<file path="config.mk">
export PLATFORM = sky130hd
export DESIGN_NAME = tick_event_logger
export DESIGN_NICKNAME = d
export VERILOG_FILES = /design/src/rtl/tick_event_logger.sv
export SDC_FILE = /design/constraint.sdc
export NUM_CORES = 1
export LEC_CHECK = 0
export ABC_CLOCK_PERIOD_IN_PS = 5100
export CAP_MARGIN = 20
export CORE_MARGIN = 5
export CORE_UTILIZATION = 45
export DETAILED_ROUTE_END_ITERATION = 10
export PLACE_DENSITY = 0.73
export SLEW_MARGIN = 20
export SYNTH_ARGS = -nofsm -noshare
export SYNTH_HDL_FRONTEND = slang
export SYNTH_SLANG_ARGS = --single-unit
export TNS_END_PERCENT = 30
</file>
<file path="constraint.sdc">
create_clock -name clk50 -period 5.1 [get_ports clk50]
set_input_delay 1.02 -clock clk50 [delete_from_list [all_inputs] [get_ports clk50]]
set_output_delay 1.02 -clock clk50 [all_outputs]
set_load 0.01 [all_outputs]
</file>
<file path="src/rtl/tick_event_logger.sv">
// tick_event_logger
//   Timestamps edges of the divided clock (clk1) and trigger strobes (pulse)
//   and queues one record per event cycle in a small FIFO for a consumer.
//
// Ports
//   clk50       in   system clock, all state updates on its rising edge
//   rst         in   synchronous active-high reset
//   clk1        in   slow square wave, synchronous to clk50
//   pulse       in   one-cycle trigger strobe, synchronous to clk50
//   out_ready   in   consumer ready
//   out_valid   out  FIFO holds at least one record
//   out_data    out  head record {rise, fall, pulse, timestamp[TS_W-1:0]}
//   overflow    out  sticky, set when any record is dropped
//   drop_count  out  saturating count of dropped records
module tick_event_logger #(
  parameter int DEPTH = 8,
  parameter int TS_W  = 29
) (
  input  logic            clk50,
  input  logic            rst,
  input  logic            clk1,
  input  logic            pulse,
  input  logic            out_ready,
  output logic            out_valid,
  output logic [TS_W+2:0] out_data,
  output logic            overflow,
  output logic [15:0]     drop_count
);

  localparam int AW = $clog2(DEPTH);
  localparam int RW = TS_W + 3;
  localparam logic [AW:0] CNT_FULL = (AW+1)'(DEPTH);

  logic [TS_W-1:0] ts_cnt;
  logic            clk1_q;
  logic [RW-1:0]   mem [DEPTH];
  logic [AW-1:0]   wr_ptr;
  logic [AW-1:0]   rd_ptr;
  logic [AW:0]     count;

  logic rise;
  logic fall;
  logic evt;
  logic pop;
  logic push_ok;
  logic drop;

  assign rise = clk1 & ~clk1_q;
  assign fall = ~clk1 & clk1_q;
  assign evt  = ~rst & (rise | fall | pulse);

  // Gated by rst so the outputs read as empty during the reset cycle itself,
  // before the clearing edge has been taken.
  assign out_valid = ~rst & (count != '0);
  assign out_data  = out_valid ? mem[rd_ptr] : '0;

  assign pop = out_valid & out_ready;
  // When full, a same-cycle pop frees the head slot, which is the slot the
  // write pointer already points at.
  assign push_ok = evt & ((count != CNT_FULL) | pop);
  assign drop    = evt & ~push_ok;

  // Edge history is kept through reset so a level already high at release
  // is not mistaken for a rising edge.
  always_ff @(posedge clk50) begin
    clk1_q <= clk1;
  end

  always_ff @(posedge clk50) begin
    if (push_ok) begin
      mem[wr_ptr] <= {rise, fall, pulse, ts_cnt};
    end
  end

  always_ff @(posedge clk50) begin
    if (rst) begin
      ts_cnt     <= '0;
      wr_ptr     <= '0;
      rd_ptr     <= '0;
      count      <= '0;
      overflow   <= 1'b0;
      drop_count <= 16'd0;
    end else begin
      ts_cnt <= ts_cnt + TS_W'(1);
      if (push_ok) begin
        wr_ptr <= wr_ptr + AW'(1);
      end
      if (pop) begin
        rd_ptr <= rd_ptr + AW'(1);
      end
      if (push_ok && !pop) begin
        count <= count + (AW+1)'(1);
      end else if (!push_ok && pop) begin
        count <= count - (AW+1)'(1);
      end
      if (drop) begin
        overflow <= 1'b1;
        if (drop_count != 16'hFFFF) begin
          drop_count <= drop_count + 16'd1;
        end
      end
    end
  end

endmodule

</file>
## Word level (Yosys, flattened, before mapping)

Memories as Yosys holds them, arrays and structs flattened. A register that Yosys moved wholly into a read port is not among the register bits.
Cells that the tools add are included.

| storage, ports and cells | value |
|---|---|
| register bits after elaboration | 57 |
| RAM bits | 256 |
| input bits | 5 |
| output and inout bits | 50 |
| word-level logic and storage cells | 44 |
| memories | 1 |

Memories:

| memory | words | bits a word | rd ports | clocked after memory_dff | write ports | RTL line | text |
|---|---|---|---|---|---|---|---|
| mem | 8 | 32 | 1 | 1 | 1 | 36 | `logic [RW-1:0] mem [DEPTH];` |

| operators by class | value |
|---|---|
| add/sub/neg operators | 6 |
| equality and inequality tests | 2 |
| muxes and demuxes | 7 |
| bitwise gates (word level) | 14 |
| reductions and logical operators | 7 |

Operators by type and width:

| operator | count |
|---|---|
| $mux 32 | 1 |
| $add 29x1->29 const B | 1 |
| $add 16x1->16 const B | 1 |
| $ne 16x16->1 const B | 1 |
| $mux 4 | 2 |
| $and 1x1->1 | 7 |
| $add 3x1->3 const B | 2 |
| $mux 3 | 2 |
| $add 4x1->4 const B | 1 |
| $ne 4x4->1 const B | 1 |
| $not 1->1 | 4 |
| $reduce_bool 4->1 | 1 |
| $sub 4x1->4 const B | 1 |
| $or 1x1->1 | 3 |
| $logic_and 1x1->1 | 2 |
| $logic_not 1->1 | 2 |
| $mux 1 | 2 |
| $reduce_and 2->1 | 1 |
| $reduce_bool 2->1 | 1 |

## Longest topological paths before layout

| depth | value |
|---|---|
| depth after elaboration | 10 |
| gate-level depth with buffers | 10 |
| gate-level depth less buffers | 10 |

## Least setup slack after synthesis

Ideal clock, no wire load.

| timing path | value |
|---|---|
| kind | input -> register |
| start | in clk1 |
| end | mem mem[6][0] (netlist name), enable pin |
| setup time | 0.468 ns |
| arrival time | 4.454 ns |
| data required time | 4.632 ns |
| setup slack | 0.178 ns |
| stages | 5 |
| buffers on the path | 0 |
| cells stage by stage | inv_1 > ha_1 > a221oi_2 > nand2_1 > nor3b_1 |

| on the way | value |
|---|---|
| cells in the longest elaborated chain, start to end | 8 |
| elaborated cells on any way between the ends | 9 |
| those cells by class | 2 x mux; 7 x bitwise |

RTL lines:

| what | RTL line | text |
|---|---|---|
| start, declared | 21 | `input logic clk1,` |
| $not 1->1 | 49 | `assign fall = ~clk1 & clk1_q;` |
| $and 1x1->1 | 49 |  |
| $or 1x1->1 (*) (2 in series) | 50 | `assign evt = ~rst & (rise \| fall \| pulse);` |
| $and 1x1->1 (*) | 50 |  |
| $and 1x1->1 (*) | 60 | `assign push_ok = evt & ((count != CNT_FULL) \| pop);` |
| net push_ok | 45 | `logic push_ok;` |
| $mux 1 (*) | 70 | `if (push_ok) begin` |
| $mux 1 (implied by the code) (*) | 71 | `mem[wr_ptr] <= {rise, fall, pulse, ts_cnt};` |
| end, declared | 36 |  |

The timed path passes the listed nets; every way through them passes the cells marked *.

==> summary.txt <==
Route
  – DRT Pass-1 Iters: 5
  – Final Routed Wirelength: 23,700 microns
  – DR vias: approximately 6,600
  – Post-route ant nets: 0
  – DRC violations left: 0
  – Wirelength per Cell: 19.8 microns
  – Starting DRT DRC Count: 585
  – Vias per inst: 5.51

Global routing
  – Vias in the first global route: 6,872
  – Gr usage total: 15.3%
  – Initial antenna violation count: 0
  – First-pass GRT wire length: 37,700 microns
  – GRT overflow: 0
  – Largest net degree at the start of global routing: 65

Cells and area
  – Layout cell share with drive strength beyond 1: around 18%
  – Synth-to-layout area growth: 16.0%
  – Antenna diodes: 0
  – Nets: approximately 810
  – Commonest non-fill, non-tap cell in the layout: edfxtp_1
  – Commonest non-fill, non-tap cells in the layout: edfxtp_1 (256), mux4_2 (64), nor2_1 (61), dfxtp_1 (57), clkdlybuf4s50_1 (53)
  – Final non-filler cell total: 1,200

Worst setup path
  – Critical path, cell by cell: buf_12 -> mux4_2 -> mux2i_1 -> nor2_1 -> clkdlybuf4s50_1
  – Crit-path slowest cell: dfxtp_4
  – Startpoint Class: flip-flop
  – Critical path class: reg2out
  – CP Max Fanout: 42
  – Crit path DAT: 3.03 ns
  – Critical Path Sink Type: output port
  – Slowest cell delay on critical path: about 0.66 ns
  – CP Data Required Time: 4.08 ns

Synth
  – Mapped Area: 0.0126 sq mm
  – Synth cell types: 49
  – Synthesized net count: ~750
  – Yosys Warn Count: 0
  – Mux contribution to synthesized area: 14.9%
  – Complex-gate fraction of the synthesized area: 2.96%
  – Post-synthesis sequential area ratio: 70.6%
  – Simple-gate share of the synthesized area: 7.79%
  – XOR/XNOR Fraction of Synth Area: 1.11%
  – Synthesized flop and latch total: ~320
  – Largest family of logic cells by synthesized area: multiplexers
  – Post-Synth Adder-Cell Area: 1.05%
  – Syn avg cell area: 17.1 sq um
  – Cells after Synth: 736

STA
  – Final Max Slew Viols: 0
  – RSZ-0062 raised after global routing: false
  – Final setup viols: 0
  – Crit path time final: 4.05 ns
  – Final Hold Fails: 0
  – Fmax achieved: 247 MHz
  – Relative slew slack: 36.8%
  – Slew @ Worst Pin: about 0.95 ns
  – Clock skew: 0.0176 ns
  – Fin Setup TNS: 0 ns
  – Period utilisation layout: 79.5%

Worst hold path
  – Worst min path class: reg2reg

Placed design
  – Post-DP HPWL: 13,500 microns
  – Gpl congestion: 0.805
  – Placed cells: ~1,100
  – Port Buffers: 54

Floorplan
  – Initial core utilization: around 45%
  – Die width: 177 microns
  – Row Count: 61
  – Core region area: about 0.028 sq mm
  – Die Area: 0.0314 sq mm
  – Die height: between 150 and 200 microns
  – I/O Pins: 55

Clock tree
  – Setup bufs post-CTS: 0
  – TritonCTS clock tree: done
  – CTS Buffer Depth: 3
  – Skew-Pair Late Insertion Delay: 0.55 ns
  – Worst-path clk slew: 0.06 ns
  – # H-tree levels: 1
  – Sink Count: 316
  – Inserted Clock Buffers: 31
  – Cts hold-fix bufs: 0
  – CTS resizes: 0
  – Clock root buffer master: clkbuf_16

Status
  – Status: complete, no violations

Power and ir drop
  – Maximum vdd drop: 0.000267 V
  – Power Dens Cells: 423 mW/mm^2
  – Leakage power: 4.63 nW

Job
  – Max-Cap Viols: 0
-- cell families (layout without fill, tap and decap cells) --
kind of cell / after synthesis / in the layout
flops: 316 / 316
simple gates: 181 / 181
mux: 107 / 107
compound gates: 57 / 57
buf+inv: 49 / 135
xor+xnor: 16 / 16
fa+ha+maj: 10 / 10
-- registers in the layout, summed over array words and instances, names as in the netlist, named ones only --
| register | cells |
|---|---|
| drop_count | 16 |
| rd_ptr | 3 |
| clk1_q | 1 |
| overflow | 1 |
| ts_cnt | 29 |
| wr_ptr | 3 |
| count | 4 |
| mem | 256 |
-- critical path: cells and delay by family (launching register included) --
kind / cells / cell delay [ns]
and+or+nand+nor: 1 / 0.08
buffers and inverters: 2 / 0.90
DFF: 1 / 0.66
muxes: 2 / 0.83
-- path summary, 6_finish.rpt --
| path | start | slack, ns | cells after the start | endpoint |
|---|---|---|---|---|
| min reg2reg | overflow | 0.46 | 1 | overflow |
| max reg2reg | clk1_q | 2.25 | 9 | count[3] |
| min | overflow | 0.46 | 1 | overflow |
| max | flip-flop | 1.05 | 5 | out_data[25] |
-- per-stage QoR --
stage               util, %  cell area (sq um)  power (W)  hold slack, ns  setup slack (ns)
finish                 52.7              14600    0.00618           0.460              1.05
global route           52.7              14600    0.00647           0.485             0.805
CTS                    52.7              14600    0.00626           0.458             0.945
detailed placement     49.1              13600    0.00407           0.442             0.958
global placement       49.1              13600    0.00406           0.434             0.984
floorplan                 -              12600    0.00371           0.427             0.178
-- Yosys cell counts, drive strengths merged --
cell type	instances	area share [%]
edfxtp	256	61
mux4	64	11
nor2	63	1.9
dfxtp	60	9.5
mux2i	35	2.8
a21oi	22	0.87
nand3	22	0.91
clkbuf	21	0.63
buf	18	0.67
nand2	15	0.45
o31ai	14	0.83
nand4	13	0.70
or4	13	0.77
xor2	12	0.83
inv	10	0.30
nor4	10	0.67
ha	9	0.89
nor2b	9	0.45
mux2	8	0.72
o21ai	8	0.32
and4	7	0.49
and3	6	0.31
or3	6	0.30
nor3	5	0.20
nor3b	4	0.24
xnor2	4	0.28
a21o	2	0.13
nand2b	2	0.099
nand3b	2	0.12
o21a	2	0.12
o311ai	2	0.14
o41ai	2	0.14
or2	2	0.099
a211oi	1	0.060
a21bo	1	0.079
a221oi	1	0.12
and2	1	0.050
fa	1	0.16
o211ai	1	0.060
o221a	1	0.089
or3b	1	0.070
-- metal layers --
metal / up-vias / track usage (%) / routed length (microns)
li1: 3066 / - / -
met1: 3378 / 20.9 / 10500
met2: 136 / 26.0 / 11600
met3: 30 / 2.83 / 1140
met4: 0 / 2.96 / 422
met5: - / 0 / 0
-- where the power goes --
group,leakage (nW),switching (W),internal (W)
Clock,0.486,0.000901,0.00129
Combinational,1.26,0.000465,0.000526
Sequential,2.88,0.0000974,0.00290
-- final cells by class --
class                           count  area [sq um]
Sequential cell                   316          8890
Clock buffer                       40           830
Multi-Input combinational cell    371          3560
Clock inverter                     17           159
Tap cell                          378           473
Inverter                           10          37.5
Fill cell                        2218         13100
Timing Repair Buffer               68           653
(Power assumes the default switching activity.)
